[config.mk]
export PLATFORM = sky130hd
export DESIGN_NAME = reg_vec_serializer
export DESIGN_NICKNAME = d
export VERILOG_FILES = /design/src/rtl/reg_vec_pkg.sv /design/src/rtl/reg_vec_lane_bank.sv /design/src/rtl/reg_vec_serializer.sv
export SDC_FILE = /design/constraint.sdc
export NUM_CORES = 1
export LEC_CHECK = 0
export CAP_MARGIN = 20
export CORE_AREA = 2 2 43 45
export DETAILED_ROUTE_END_ITERATION = 7
export DIE_AREA = 0 0 45 47
export PLACE_DENSITY_LB_ADDON = 0.12
export SLEW_MARGIN = 5
export SYNTH_ARGS = -nofsm -noshare
export SYNTH_HDL_FRONTEND = slang
export SYNTH_HIERARCHICAL = 1
export SYNTH_SLANG_ARGS = --single-unit
[constraint.sdc]
create_clock -name clk -period 1.4 [get_ports clk]
set_clock_uncertainty 0.1 [all_clocks]
set_input_delay 0.28 -clock clk [delete_from_list [all_inputs] [get_ports clk]]
set_output_delay 0.28 -clock clk [all_outputs]
set_load 0.01 [all_outputs]
[src/rtl/reg_vec_pkg.sv]
// Shared types and helpers for the lane-vector serializer.
package reg_vec_pkg;

    typedef enum logic {
        IDLE = 1'b0,
        SEND = 1'b1
    } state_t;

    // Lane-index width; clamped to 1 so a degenerate count still yields a legal vector.
    function automatic int lane_idx_w(input int lanes);
        return (lanes < 2) ? 1 : $clog2(lanes);
    endfunction

endpackage

[src/rtl/reg_vec_lane_bank.sv]
// Bank of LANES lane registers with a common load enable and a lane-select read port.
module reg_vec_lane_bank
    import reg_vec_pkg::*;
#(
    parameter int LANES = 3,
    parameter int WIDTH = 3,
    parameter int IDXW  = lane_idx_w(LANES)
) (
    input  logic                   clk,
    input  logic                   rst,
    input  logic                   i_load,
    input  logic [LANES*WIDTH-1:0] i_data,
    input  logic [IDXW-1:0]        i_sel,
    output logic [WIDTH-1:0]       o_data
);

    logic [LANES-1:0][WIDTH-1:0] r_lane;

    always_ff @(posedge clk) begin
        if (rst) begin
            r_lane <= '0;
        end else if (i_load) begin
            r_lane <= i_data;
        end
    end

    assign o_data = r_lane[i_sel];

endmodule

[src/rtl/reg_vec_serializer.sv]
// Accepts a full lane vector in one beat and drains it lane 0 first on a narrow valid/ready port.
module reg_vec_serializer
    import reg_vec_pkg::*;
#(
    parameter int LANES = 3,
    parameter int WIDTH = 3,
    parameter int IDXW  = lane_idx_w(LANES)
) (
    input  logic                   clk,
    input  logic                   rst,
    input  logic                   in_valid,
    output logic                   in_ready,
    input  logic [LANES*WIDTH-1:0] in_data,
    output logic                   out_valid,
    input  logic                   out_ready,
    output logic [WIDTH-1:0]       out_data,
    output logic [IDXW-1:0]        out_idx,
    output logic                   out_last
);

    localparam logic [IDXW-1:0] LAST_IDX = IDXW'(LANES - 1);

    state_t          r_state;
    state_t          w_state_nx;
    logic [IDXW-1:0] r_idx;
    logic [IDXW-1:0] w_idx_nx;
    logic            w_last;
    logic            w_in_hs;
    logic            w_out_hs;

    assign w_last    = (r_state == SEND) && (r_idx == LAST_IDX);
    // out_ready feeds in_ready combinationally so a new vector can land on the final beat.
    assign in_ready  = !rst && ((r_state == IDLE) || (w_last && out_ready));
    assign out_valid = (r_state == SEND);
    assign out_idx   = r_idx;
    assign out_last  = w_last;
    assign w_in_hs   = in_valid && in_ready;
    assign w_out_hs  = out_valid && out_ready;

    always_ff @(posedge clk) begin
        if (rst) begin
            r_state <= IDLE;
            r_idx   <= '0;
        end else begin
            r_state <= w_state_nx;
            r_idx   <= w_idx_nx;
        end
    end

    always_comb begin
        w_state_nx = r_state;
        w_idx_nx   = r_idx;
        if (w_out_hs) begin
            if (r_idx == LAST_IDX) begin
                w_idx_nx   = '0;
                w_state_nx = IDLE;
            end else begin
                w_idx_nx = r_idx + IDXW'(1);
            end
        end
        // A load wins over the drain-complete return to IDLE.
        if (w_in_hs) begin
            w_idx_nx   = '0;
            w_state_nx = SEND;
        end
    end

    reg_vec_lane_bank #(
        .LANES (LANES),
        .WIDTH (WIDTH),
        .IDXW  (IDXW)
    ) u_bank (
        .clk    (clk),
        .rst    (rst),
        .i_load (w_in_hs),
        .i_data (in_data),
        .i_sel  (r_idx),
        .o_data (out_data)
    );

endmodule

Word-level counts from Yosys, hierarchy flattened
Cells that the tools add are included.
{"block": "word_totals", "regBits": 12, "input_bits": 13, "out_inout_bits": 8, "elab_cells": 26}
{"block": "classes", "n_addsub": 1, "order_cmp": 1, "eq_ne": 1, "muxes": 6, "bitwise_logic": 1, "n_reduce_logical": 11}
{"operator": "$bmux 3 s2", "count": 1}
{"operator": "$logic_and 1x1->1", "count": 5}
{"operator": "$reduce_bool 2->1", "count": 2}
{"operator": "$lt 2x3->1 const B", "count": 1}
{"operator": "$mux 1", "count": 3}
{"operator": "$mux 3", "count": 1}
{"operator": "$add 2x1->2 const B", "count": 1}
{"operator": "$eq 2x2->1 const B", "count": 1}
{"operator": "$mux 2", "count": 1}
{"operator": "$reduce_and 2->1", "count": 1}
{"operator": "$reduce_or 2->1", "count": 1}
{"operator": "$logic_not 1->1", "count": 1}
{"operator": "$logic_or 1x1->1", "count": 1}
{"operator": "$not 1->1", "count": 1}

Longest topological paths before layout
Gate-level depths: netlist of run 1.
{"block": "logic_depth", "depth_word": 8, "ltp_mapped": 5, "mapped_depth_nobuf": 4}

Hierarchy
Netlist of run 1, hierarchy kept.
{"mod": "reg_vec_lane_bank", "instances": 1, "cells_each": 36, "area_each_um2": 377.9, "seq_area_each_um2": 180.2}
{"mod": "reg_vec_serializer", "instances": 1, "cells_each": 20, "area_each_um2": 188.9, "seq_area_each_um2": 60.1}

Least setup slack after synthesis of run 1
Ideal clock, no wire load.
{"block": "synth_timing", "path_type": "register to register", "startpoint": "reg r_idx[1], in the netlist out_idx[1]", "endpoint": "reg u_bank/r_lane[0] (netlist bit)", "setup_ns": 0.126, "arrival_time_ns": 1.344, "required_time_ns": 1.174, "path_slack_ns": -0.170, "path_stages_with_launch": 6, "path_buffers": 1, "period_less_slack_ns": 1.570, "path_cell_list": "dfxtp_1 -> nand3b_1 -> a211oi_1 -> buf_4 -> mux2i_1 -> nor2_1"}
{"block": "synth_between", "elab_chain_cells": 6}
{"item": "start, declared", "line_no": "reg_vec_serializer.sv:25", "source": "logic [IDXW-1:0] r_idx;"}
{"item": "start signal, assigned", "line_no": "reg_vec_serializer.sv:46", "source": "r_idx <= w_idx_nx;"}
{"item": "$eq 2x2->1", "line_no": "reg_vec_serializer.sv:31", "source": "assign w_last = (r_state == SEND) && (r_idx == LAST_IDX);"}
{"item": "$logic_and 1x1->1", "line_no": "reg_vec_serializer.sv:31"}
{"item": "$logic_and 1x1->1", "line_no": "reg_vec_serializer.sv:33", "source": "assign in_ready = !rst && ((r_state == IDLE) || (w_last && out_ready));"}
{"item": "$logic_or 1x1->1", "line_no": "reg_vec_serializer.sv:33"}
{"item": "$logic_and 1x1->1", "line_no": "reg_vec_serializer.sv:33"}
{"item": "$logic_and 1x1->1", "line_no": "reg_vec_serializer.sv:37", "source": "assign w_in_hs = in_valid && in_ready;"}
{"item": "named net w_in_hs", "line_no": "reg_vec_serializer.sv:28", "source": "logic w_in_hs;"}
{"item": "end signal, assigned", "line_no": "reg_vec_lane_bank.sv:23", "source": "r_lane <= i_data;"}
{"item": "end, declared", "line_no": "reg_vec_lane_bank.sv:17", "source": "logic [LANES-1:0][WIDTH-1:0] r_lane;"}
The timed path passes the listed nets, and every way through them passes these cells.
A chain may end at the register's enable or synchronous reset.

Worst setup path in the final report of run 1
{"block": "layout_timing", "startpoint": "reg r_idx[0], in the netlist out_idx[0]", "endpoint": "reg u_bank/r_lane[6] (netlist bit)"}
Same word-level chain as after synthesis.

==> flow_metrics.py, run 1 <==
metrics = {
    "run_status": {
        "status": "finished, violations left",
        "violations": "setup timing",
    },
    "drt": {
        "dr_wl_met2_um": 693,
        "drt-pass1-iter-count": 2,
        "ant_nets": 0,
        "wl_met3_um": 51,
        "drt_iter0_markers": 2,
        "wirelength_mm": 1.36,
        "m1WireLength_um": 597,
        "via_count": 545,
        "wl_per_cell_um": 12.3,
        "drt-vias-per-instance": 4.91,
        "drc": 0,
        "top_layer": "met4",
    },
    "synth": {
        "ys_ff_latch": 12,
        "postSynthAreaPerCell_sq_um": 10.1,
        "syn_nets": 69,
        "synth_cells": 56,
        "synth.distinct_cells": 19,
        "yosysSeqAreaShare_pct": 42.4,
        "yosysWarnings": 6,
        "netlist_area_sq_um": 567,
    },
    "place": {
        "place.gp.congestion": 0.725,
        "hpwl_um": 895,
        "place.port_buffers": 20,
        "pre_cts_ws_ns": -0.548,
    },
    "sta": {
        "layout_min_cycle_time_ns": 1.57,
        "slew_headroom_pct": 83.3,
        "setup_violations": 15,
        "report.final.slew_viol_count": 0,
        "max_freq_ghz": 0.637,
        "final.period_utilization_pct": 112,
        "layout_setup_ws_ns": -0.170,
        "rsz0062_at_grt": "yes",
        "tightest_slew_ns": 0.247,
        "hold_violations": 0,
    },
    "worst_setup_path": {
        "critical_path_buf_inv_count": 2,
        "max_stage_delay_ns": 0.35,
        "crit_required_ns": 1.46,
        "cp_max_fo": 7,
        "startpoint_type": "flip-flop",
        "crit_family": "flip-flops",
        "crit_slowest_cell": "dfxtp_4",
        "crit_chain": "nand3b_1 -> buf_4 -> a211oi_4 -> buf_6 -> mux2i_2 -> nor2_1",
        "cp.arrival_ns": 1.63,
        "path_class": "flip-flop to flip-flop",
        "crit_path_end_kind": "flip-flop",
    },
    "clocking": {
        "cts_made_buffers": 3,
        "insertion_delay_ns": 0.26,
        "clockRootBuffer": "clkbuf_4",
        "clkTransAtPathRegs_ns": 0.08,
        "clock-sinks": 12,
        "cts_hold_buf": 0,
        "cts_tree": "done",
        "cts_buffer_depth": 2,
        "htree_levels": 1,
    },
    "grt": {
        "antenna_found_initial": 0,
        "grt_pass1_vias": 491,
        "grt_max_degree": 14,
        "grt.total_usage_pct": 14.8,
        "grt_pass1_wl_mm": 2.19,
        "grt_overflow": 0,
    },
    "flow_run": {
        "drv_cap": 0,
    },
    "floorplan": {
        "fp.coreArea_sq_mm": 0.00165,
        "die_x_um": 45,
        "die_y_um": 47,
        "io_pins": 21,
        "row_count": 15,
        "die-area_sq_mm": 0.00212,
        "initial_core_util_pct": 34.3,
    },
    "cells_and_area": {
        "multi_input_area_sq_um": 340,
        "diodes": 0,
        "fin_util_pct": 58.9,
        "fin_nets": 108,
        "fill_cells": 175,
        "layout.area.seq_sq_um": 249,
        "drive_gt1_share_pct": 39.4,
        "area_growth_pct": 71.5,
    },
    "power_and_ir_drop": {
        "irDropWorstVdd_uv": 577,
        "p_leak_nw": 0.395,
        "power_density_mw_per_mm2": 815,
    },
    "worst_hold_path": {
        "holdCritPathClass": "flip-flop to flip-flop",
    },
}
-- state kept, by name (all words and copies together), names as in the netlist --
register,cells
u_bank/r_lane,9
out_valid,1
out_idx,2
-- power by group --
part,internal (W),switching [W],leakage (nW)
combinational,0.0000948,0.0000603,0.274
sequential,0.000354,0.0000106,0.0997
clock,0.000158,0.000115,0.0210
total,0.000607,0.000186,0.395
-- cells in the mapped netlist --
cell | number | area (sq um)
a31oi_1 | 2 | 12.5
a211oi_1 | 1 | 7.51
mux2i_1 | 12 | 120
and3b_2 | 1 | 10.0
buf_6 | 1 | 11.3
nand3b_1 | 3 | 22.5
or3b_1 | 2 | 17.5
buf_4 | 1 | 7.51
nand4b_1 | 1 | 8.76
nor2_1 | 10 | 37.5
buf_1 | 1 | 3.75
nand4bb_1 | 1 | 11.3
o2bb2ai_1 | 3 | 26.3
nor3_1 | 1 | 5.00
nor4bb_1 | 1 | 10.0
a21oi_1 | 1 | 5.00
dfxtp_1 | 12 | 240
inv_1 | 1 | 3.75
nor2b_1 | 1 | 6.26
-- timing repair --
item,4_1_cts,5_1_grt
buffers inserted,2,4
endpoints found under the setup margin,17,17
pin swaps,3,1
gates resized for setup,35,7
-- metrics by stage --
stage / setup TNS [ns] / total power, W / std cells / hold WS, ns / instance area [sq um]
2_1_floorplan: 0 / 0.000430 / 56 / 0.240 / 572
3_3_place_gp: -6.28 / 0.000515 / 101 / 0.375 / 858
3_5_place_dp: -6.10 / 0.000516 / 101 / 0.387 / 858
4_1_cts: -1.78 / 0.000792 / 107 / 0.406 / 910
5_1_grt: -3.06 / 0.000838 / 111 / 0.446 / 972
6_report: -1.96 / 0.000792 / 111 / 0.397 / 972
-- worst min-delay path, stage by stage (launching register included) --
cell	delay [ns]
dfxtp_1	0.33
mux2i_1	0.06
nor2_1	0.07
-- cell families after synthesis --
family	Yosys count	synth area share [%]
flip-flops	12	42.4
AO/OA/AOI/OAI	7	9.05
AND/OR/NAND/NOR	21	22.7
multiplexers	12	21.2
buffers and inverters	4	4.63
-- routing by layer --
metal,vias up,track usage (%)
li1,281,-
met1,250,16.6
met2,12,25.7
met3,2,3.46
met4,0,8.82
met5,-,0
-- layout by cell type, fill, tap and decap left out, drive strengths merged --
cell and instances:
a211oi 1, a21oi 1, a31oi 2, and3b 1
buf 23, clkbuf 4, clkdlybuf4s50 11, dfxtp 12
dlygate4sd2 3, inv 1, mux2i 12, nand3b 3
nand4b 1, nand4bb 1, nor2 10, nor2b 1
nor3 1, nor4bb 1, o2bb2ai 3, or3b 2
-- final timing paths --
check,slack (ns),cells past startpoint,startpoint,endpoint
worst max register to register,-0.17,6,out_idx[0],u_bank/r_lane[6]
worst min-delay path,0.40,2,u_bank/r_lane[1],u_bank/r_lane[1]
worst min register to register,0.40,2,u_bank/r_lane[1],u_bank/r_lane[1]
worst max-delay path,-0.17,6,out_idx[0],u_bank/r_lane[6]
-- layout make-up --
class	count	area share (%)
inverter	1	0.386
multi-input combinational	40	35.0
timing repair buffer	37	33.1
clock buffer	4	3.73
sequential	12	25.6
tap	17	2.19
(Power assumes the default switching activity.)
==> inputs of run 2 (changes only) <==
- GPL_ROUTABILITY_DRIVEN: not set -> 0
- SETUP_SLACK_MARGIN: not set -> 0.2
==> run 2 against run 1 <==
Net effect:
- cell area decreased by 8.5%
- routed wire length shrank 5.4%
- non-clock buffer count is 7 lower
- sequential share of layout area rose by 2.7 points
- clock power down 21%
- hold slack worse by 0.0030 ns
- total power is 8.5% lower
- highest routed layer unchanged
- the run still ends with setup timing left
- critical path type is now flip-flop to output pin
- via count fell by 5.0%
- register-to-register slack improved by 0.11 ns
- critical path depth is 3 lower
- cell count decreased by 6.3%
==> flow_metrics.py, run 2 (synthesis results as in run 1) <==
metrics = {
    "power_and_ir_drop": {
        "netSwitchingPower_w": 0.000179,
        "irDropWorstVdd_uv": 488,
        "seqPwrFrac_pct": 50.4,
        "p_total_w": 0.000725,
        "power.internal_w": 0.000546,
        "switching_share_pct": 24.7,
        "pwr-share-comb_pct": 20.0,
        "clkPwrFrac_pct": 29.7,
        "p_leak_nw": 0.353,
        "power_density_mw_per_mm2": 815,
    },
    "cells_and_area": {
        "diodes": 0,
        "fin_util_pct": 53.9,
        "final_cells": 104,
        "final_cell_mix": "11 x mux2i_1, 10 x nor2_1, 9 x clkdlybuf4s50_1, 9 x dfxtp_1, 8 x buf_6",
        "largest_register_ffs": 9,
        "area_growth_pct": 57.0,
        "fin_nets": 101,
        "final_common_cell": "mux2i_1",
        "largest-register": "u_bank/r_lane",
        "drive_gt1_share_pct": 31.0,
    },
    "worst_hold_path": {
        "min_from": "u_bank/r_lane[1]",
        "hold_depth": 2,
        "min_to": "u_bank/r_lane[1]",
        "holdCritPathClass": "flip-flop to flip-flop",
    },
    "run_status": {
        "violations": "setup timing",
        "status": "finished, violations left",
    },
    "worst_setup_path": {
        "path_class": "flip-flop to output pin",
        "r2r_start": "out_idx[1]",
        "crit_required_ns": 1.02,
        "cp.arrival_ns": 1.12,
        "crit_chain": "buf_4 -> and3b_2 -> buf_2",
        "rrSetupSlack_ns": -0.06,
        "crit_family": "flip-flops",
        "crit_path_end_kind": "output pin",
        "startpoint": "out_idx[1]",
        "crit_slowest_cell": "dfxtp_4",
        "crit_cells": 3,
        "max_stage_delay_ns": 0.39,
        "cp_max_fo": 8,
        "r2r_end": "u_bank/r_lane[8]",
        "startpoint_type": "flip-flop",
        "r2r_cells": 5,
        "critical_path_buf_inv_count": 2,
    },
    "clocking": {
        "cts_buffer_depth": 2,
        "cts_tree": "done",
        "cts_hold_buf": 0,
        "htree_levels": 1,
        "clkTransAtPathRegs_ns": 0.08,
        "insertion_delay_ns": 0.27,
        "clockRootBuffer": "clkbuf_4",
        "clock-sinks": 12,
        "cts_made_buffers": 3,
    },
    "drt": {
        "drt_iter0_markers": 6,
        "wl_per_cell_um": 12.4,
        "ant_nets": 0,
        "via_count": 518,
        "drt-vias-per-instance": 4.98,
        "drc": 0,
        "drt-pass1-iter-count": 2,
        "wirelength_mm": 1.29,
    },
    "sta": {
        "setup_violations": 14,
        "max_freq_ghz": 0.666,
        "layout_setup_ws_ns": -0.103,
        "report.final.slew_viol_count": 0,
        "setup-tns-final_ns": -0.788,
        "rsz0062_at_grt": "yes",
        "tightest_slew_ns": 0.275,
        "layout_min_cycle_time_ns": 1.50,
        "slew_headroom_pct": 81.4,
        "hold_violations": 0,
        "final.period_utilization_pct": 107,
    },
    "floorplan": {
        "die-area_sq_mm": 0.00212,
        "io_pins": 21,
        "die_y_um": 47,
        "initial_core_util_pct": 34.3,
        "row_count": 15,
        "die_x_um": 45,
        "fp.coreArea_sq_mm": 0.00165,
    },
    "grt": {
        "grt_overflow": 0,
        "grt_pass1_vias": 484,
        "antenna_found_initial": 0,
        "grt_max_degree": 14,
        "grt_pass1_wl_mm": 2.07,
        "grt.total_usage_pct": 13.9,
    },
    "place": {
        "hpwl_um": 895,
        "dp_cells": 98,
        "place.port_buffers": 20,
    },
    "flow_run": {
        "drv_cap": 0,
    },
}
==> run 2: changes by cell type in the layout (fill, tap and decap cells not counted), moves of 2 or more <==
cell / delta
buf_4: -9
buf_6: +2
clkdlybuf4s50_1: -2
o2bb2ai_1: +2
o2bb2ai_2: -2
==> run 2: worst max path at each step <==
stage                       end  slack (ns)
6_report               out_last       -0.10
4_1_cts             out_data[1]       -0.13
3_3_place_gp           in_ready       -0.64
3_5_place_dp           in_ready       -0.66
5_1_grt                in_ready       -0.19
2_1_floorplan  u_bank/r_lane[0]       0.008
==> run 2: per-stage QoR <==
step                instance area (sq um)  hold WS [ns]  setup WS, ns
global placement                      838         0.375        -0.641
detailed placement                    838         0.383        -0.657
CTS                                   886         0.394        -0.129
finish                                890         0.394        -0.103
floorplan                             574         0.240       0.00774
global route                          890         0.415        -0.188
==> run 2: power groups by stage <==
stage / registers (W) / logic, W / clock network, W
2_1_floorplan: 0.000373 / 0.0000562 / 0
3_3_place_gp: 0.000373 / 0.000136 / 0
3_5_place_dp: 0.000373 / 0.000136 / 0
4_1_cts: 0.000365 / 0.000143 / 0.000224
5_1_grt: 0.000367 / 0.000157 / 0.000241
6_report: 0.000365 / 0.000145 / 0.000215
==> run 2: routing by layer <==
layer  GRT usage, %  vias to the layer above  wire, um  share of wire [%]
li1               -                      268         -                  -
met1           17.6                      235       631                 49
met2           21.1                       13       585                 45
met3           3.46                        2        59                4.6
met4           8.82                        0        12               0.93
met5              0                        -         0                  0
==> run 2: final cells by class <==
| class | count | area [sq um] |
|---|---|---|
| Timing Repair Buffer | 30 | 270 |
| Inverter | 1 | 3.75 |
| Fill cell | 167 | 762 |
| Multi-Input combinational cell | 40 | 317 |
| Sequential cell | 12 | 251 |
| Clock inverter | 1 | 3.75 |
| Tap cell | 17 | 21.3 |
| Clock buffer | 3 | 22.5 |
==> run 2: tightest hold or removal path, delay by kind of cell (launching register included) <==
kind | cells | cell delay, ns
flip-flops | 1 | 0.33
AND/OR/NAND/NOR | 1 | 0.07
multiplexers | 1 | 0.06
==> run 2: what timing repair did <==
| action | 4_1_cts | 5_1_grt |
|---|---|---|
| setup buffers | 2 | 0 |
| pin swaps | 6 | 2 |
| endpoints found under the hold margin | 0 | 0 |
| resized for setup | 44 | 1 |
| setup endpoints to repair | 19 | 19 |
==> inputs of run 3 (changes only) <==
--- a/config.mk
+++ b/config.mk
@@ -8,4 +8,6 @@
 export CAP_MARGIN = 20
 export CORE_AREA = 2 2 43 45
+export CTS_CLUSTER_DIAMETER = 200
+export CTS_CLUSTER_SIZE = 16
 export DETAILED_ROUTE_END_ITERATION = 7
 export DIE_AREA = 0 0 45 47
==> constraint.sdc (replaced) <==
create_clock -name clk -period 1.4 [get_ports clk]
set_clock_uncertainty 0.1 [all_clocks]
set_input_delay 0.21 -clock clk [delete_from_list [all_inputs] [get_ports clk]]
set_output_delay 0.21 -clock clk [all_outputs]
set_load 0.01 [all_outputs]
==> run 3 against run 2 <==
Net effect:
- the flow still finishes with violations (setup timing)
- fmax about the same
- total power about the same
- routed wire length up 1.7%
- cell area up 4.4%
- register-to-register slack better by 0.05 ns
- sequential share of layout area down 1.5 points
- critical path type unchanged
==> flow_metrics.py, run 3 (synthesis results as in run 1) <==
metrics = {
    "run_status": {
        "violations": "setup timing",
        "status": "finished, violations left",
    },
    "sta": {
        "tightest_slew_ns": 0.246,
        "layout_min_cycle_time_ns": 1.50,
        "fin_hold_ws_ns": 0.266,
        "max_freq_ghz": 0.666,
        "setup_violations": 7,
        "setup-tns-final_ns": -0.266,
        "final.period_utilization_pct": 107,
        "layout_setup_ws_ns": -0.101,
        "hold_violations": 0,
        "slew_headroom_pct": 83.3,
        "rsz0062_at_grt": "yes",
        "report.final.slew_viol_count": 0,
    },
    "clocking": {
        "clkTransAtPathRegs_ns": 0.08,
        "insertion_delay_ns": 0.27,
        "clockRootBuffer": "clkbuf_4",
        "clock-sinks": 12,
        "cts_tree": "done",
        "cts_made_buffers": 3,
        "htree_levels": 1,
        "cts_buffer_depth": 2,
    },
    "cells_and_area": {
        "diodes": 0,
        "final_cell_mix": "11 x mux2i_1, 10 x nor2_1, 10 x clkdlybuf4s50_1",
        "multi_input_area_sq_um": 323,
        "largest-register": "u_bank/r_lane",
        "fill_cells": 154,
        "final_common_cell": "mux2i_1",
        "design_area_sq_um": 928,
        "largest_register_ffs": 9,
        "layout.area.seq_sq_um": 249,
        "fin_nets": 103,
        "drive_gt1_share_pct": 33.7,
        "area_growth_pct": 63.8,
    },
    "grt": {
        "met3_usage_pct": 3.46,
        "top_usage_layer": "met2",
        "grt.total_usage_pct": 13.6,
        "grt_max_degree": 10,
        "antenna_found_initial": 0,
        "grt_use_met2_pct": 19.7,
        "grt_pass1_wl_mm": 1.97,
        "grt_pass1_vias": 468,
        "grt_overflow": 0,
        "grtUsageMet1_pct": 17.2,
    },
    "drt": {
        "via_count": 523,
        "drt-pass1-iter-count": 4,
        "ant_nets": 0,
        "wirelength_mm": 1.31,
        "drt_iter0_markers": 7,
        "drc": 0,
        "drt-vias-per-instance": 4.93,
        "wl_per_cell_um": 12.4,
    },
    "worst_setup_path": {
        "cp_max_fo": 6,
        "crit_path_end_kind": "output pin",
        "path_class": "flip-flop to output pin",
        "startpoint_type": "flip-flop",
        "crit_required_ns": 1.09,
        "cp.arrival_ns": 1.19,
    },
    "floorplan": {
        "io_pins": 21,
        "row_count": 15,
        "fp.coreArea_sq_mm": 0.00165,
        "die-area_sq_mm": 0.00212,
        "die_x_um": 45,
        "initial_core_util_pct": 34.3,
        "die_y_um": 47,
    },
    "worst_hold_path": {
        "holdCritPathClass": "input port to flip-flop",
    },
    "place": {
        "place.port_buffers": 20,
        "dpl_cell_area_sq_um": 846,
        "hpwl_um": 957,
        "pre_cts_ws_ns": -0.533,
    },
    "power_and_ir_drop": {
        "p_total_w": 0.000724,
        "irDropWorstVdd_uv": 526,
        "power_density_mw_per_mm2": 780,
        "p_leak_nw": 0.374,
    },
    "flow_run": {
        "drv_cap": 0,
    },
}
## run 3: final cells by class
cell class / count / area share (%)
timing repair buffer: 32 / 32.9
multi-input combinational: 40 / 34.8
inverter: 1 / 0.404
clock inverter: 1 / 0.404
sequential: 12 / 26.8
tap: 17 / 2.29
clock buffer: 3 / 2.43
## run 3: worst max-delay path: stages (launching register included)
cell and delay (ns):
dfxtp_4 0.40, buf_12 0.11, mux2i_2 0.20, o2bb2ai_1 0.08
buf_2 0.13
## run 3: worst paths after layout
kind                                       start                to  slack [ns]  cells after the start
worst max-delay path                  out_idx[1]       out_data[1]       -0.10                      4
worst min-delay path                    in_valid        out_idx[1]        0.27                      4
worst max register to register        out_idx[0]  u_bank/r_lane[5]       -0.01                      5
worst min register to register  u_bank/r_lane[0]  u_bank/r_lane[0]        0.40                      2
## run 3: what timing repair did
item | 4_1_cts | 5_1_grt
buffers inserted | 3 | 0
hold buffers | 0 | 0
setup endpoints to repair | 17 | 18
pin swaps | 5 | 3
gates resized for setup | 39 | 5
## run 3: per-stage QoR
step                instances  util (%)
finish                    106      56.2
global route              106      56.2
CTS                       106      55.0
detailed placement         99      51.2
global placement           99      51.2
floorplan                  56         -
## run 3: metal layers
layer,vias to the layer above,share of wire (%)
met2,15,46
li1,270,-
met3,2,5.6
met4,0,0.92
met1,236,48
met5,-,0
## run 3: power by group
part / internal, W / leakage (nW) / total (W) / switching [W]
registers: 0.000354 / 0.0997 / 0.000365 / 0.0000110
logic: 0.0000861 / 0.259 / 0.000140 / 0.0000543
clock network: 0.000103 / 0.0154 / 0.000219 / 0.000116
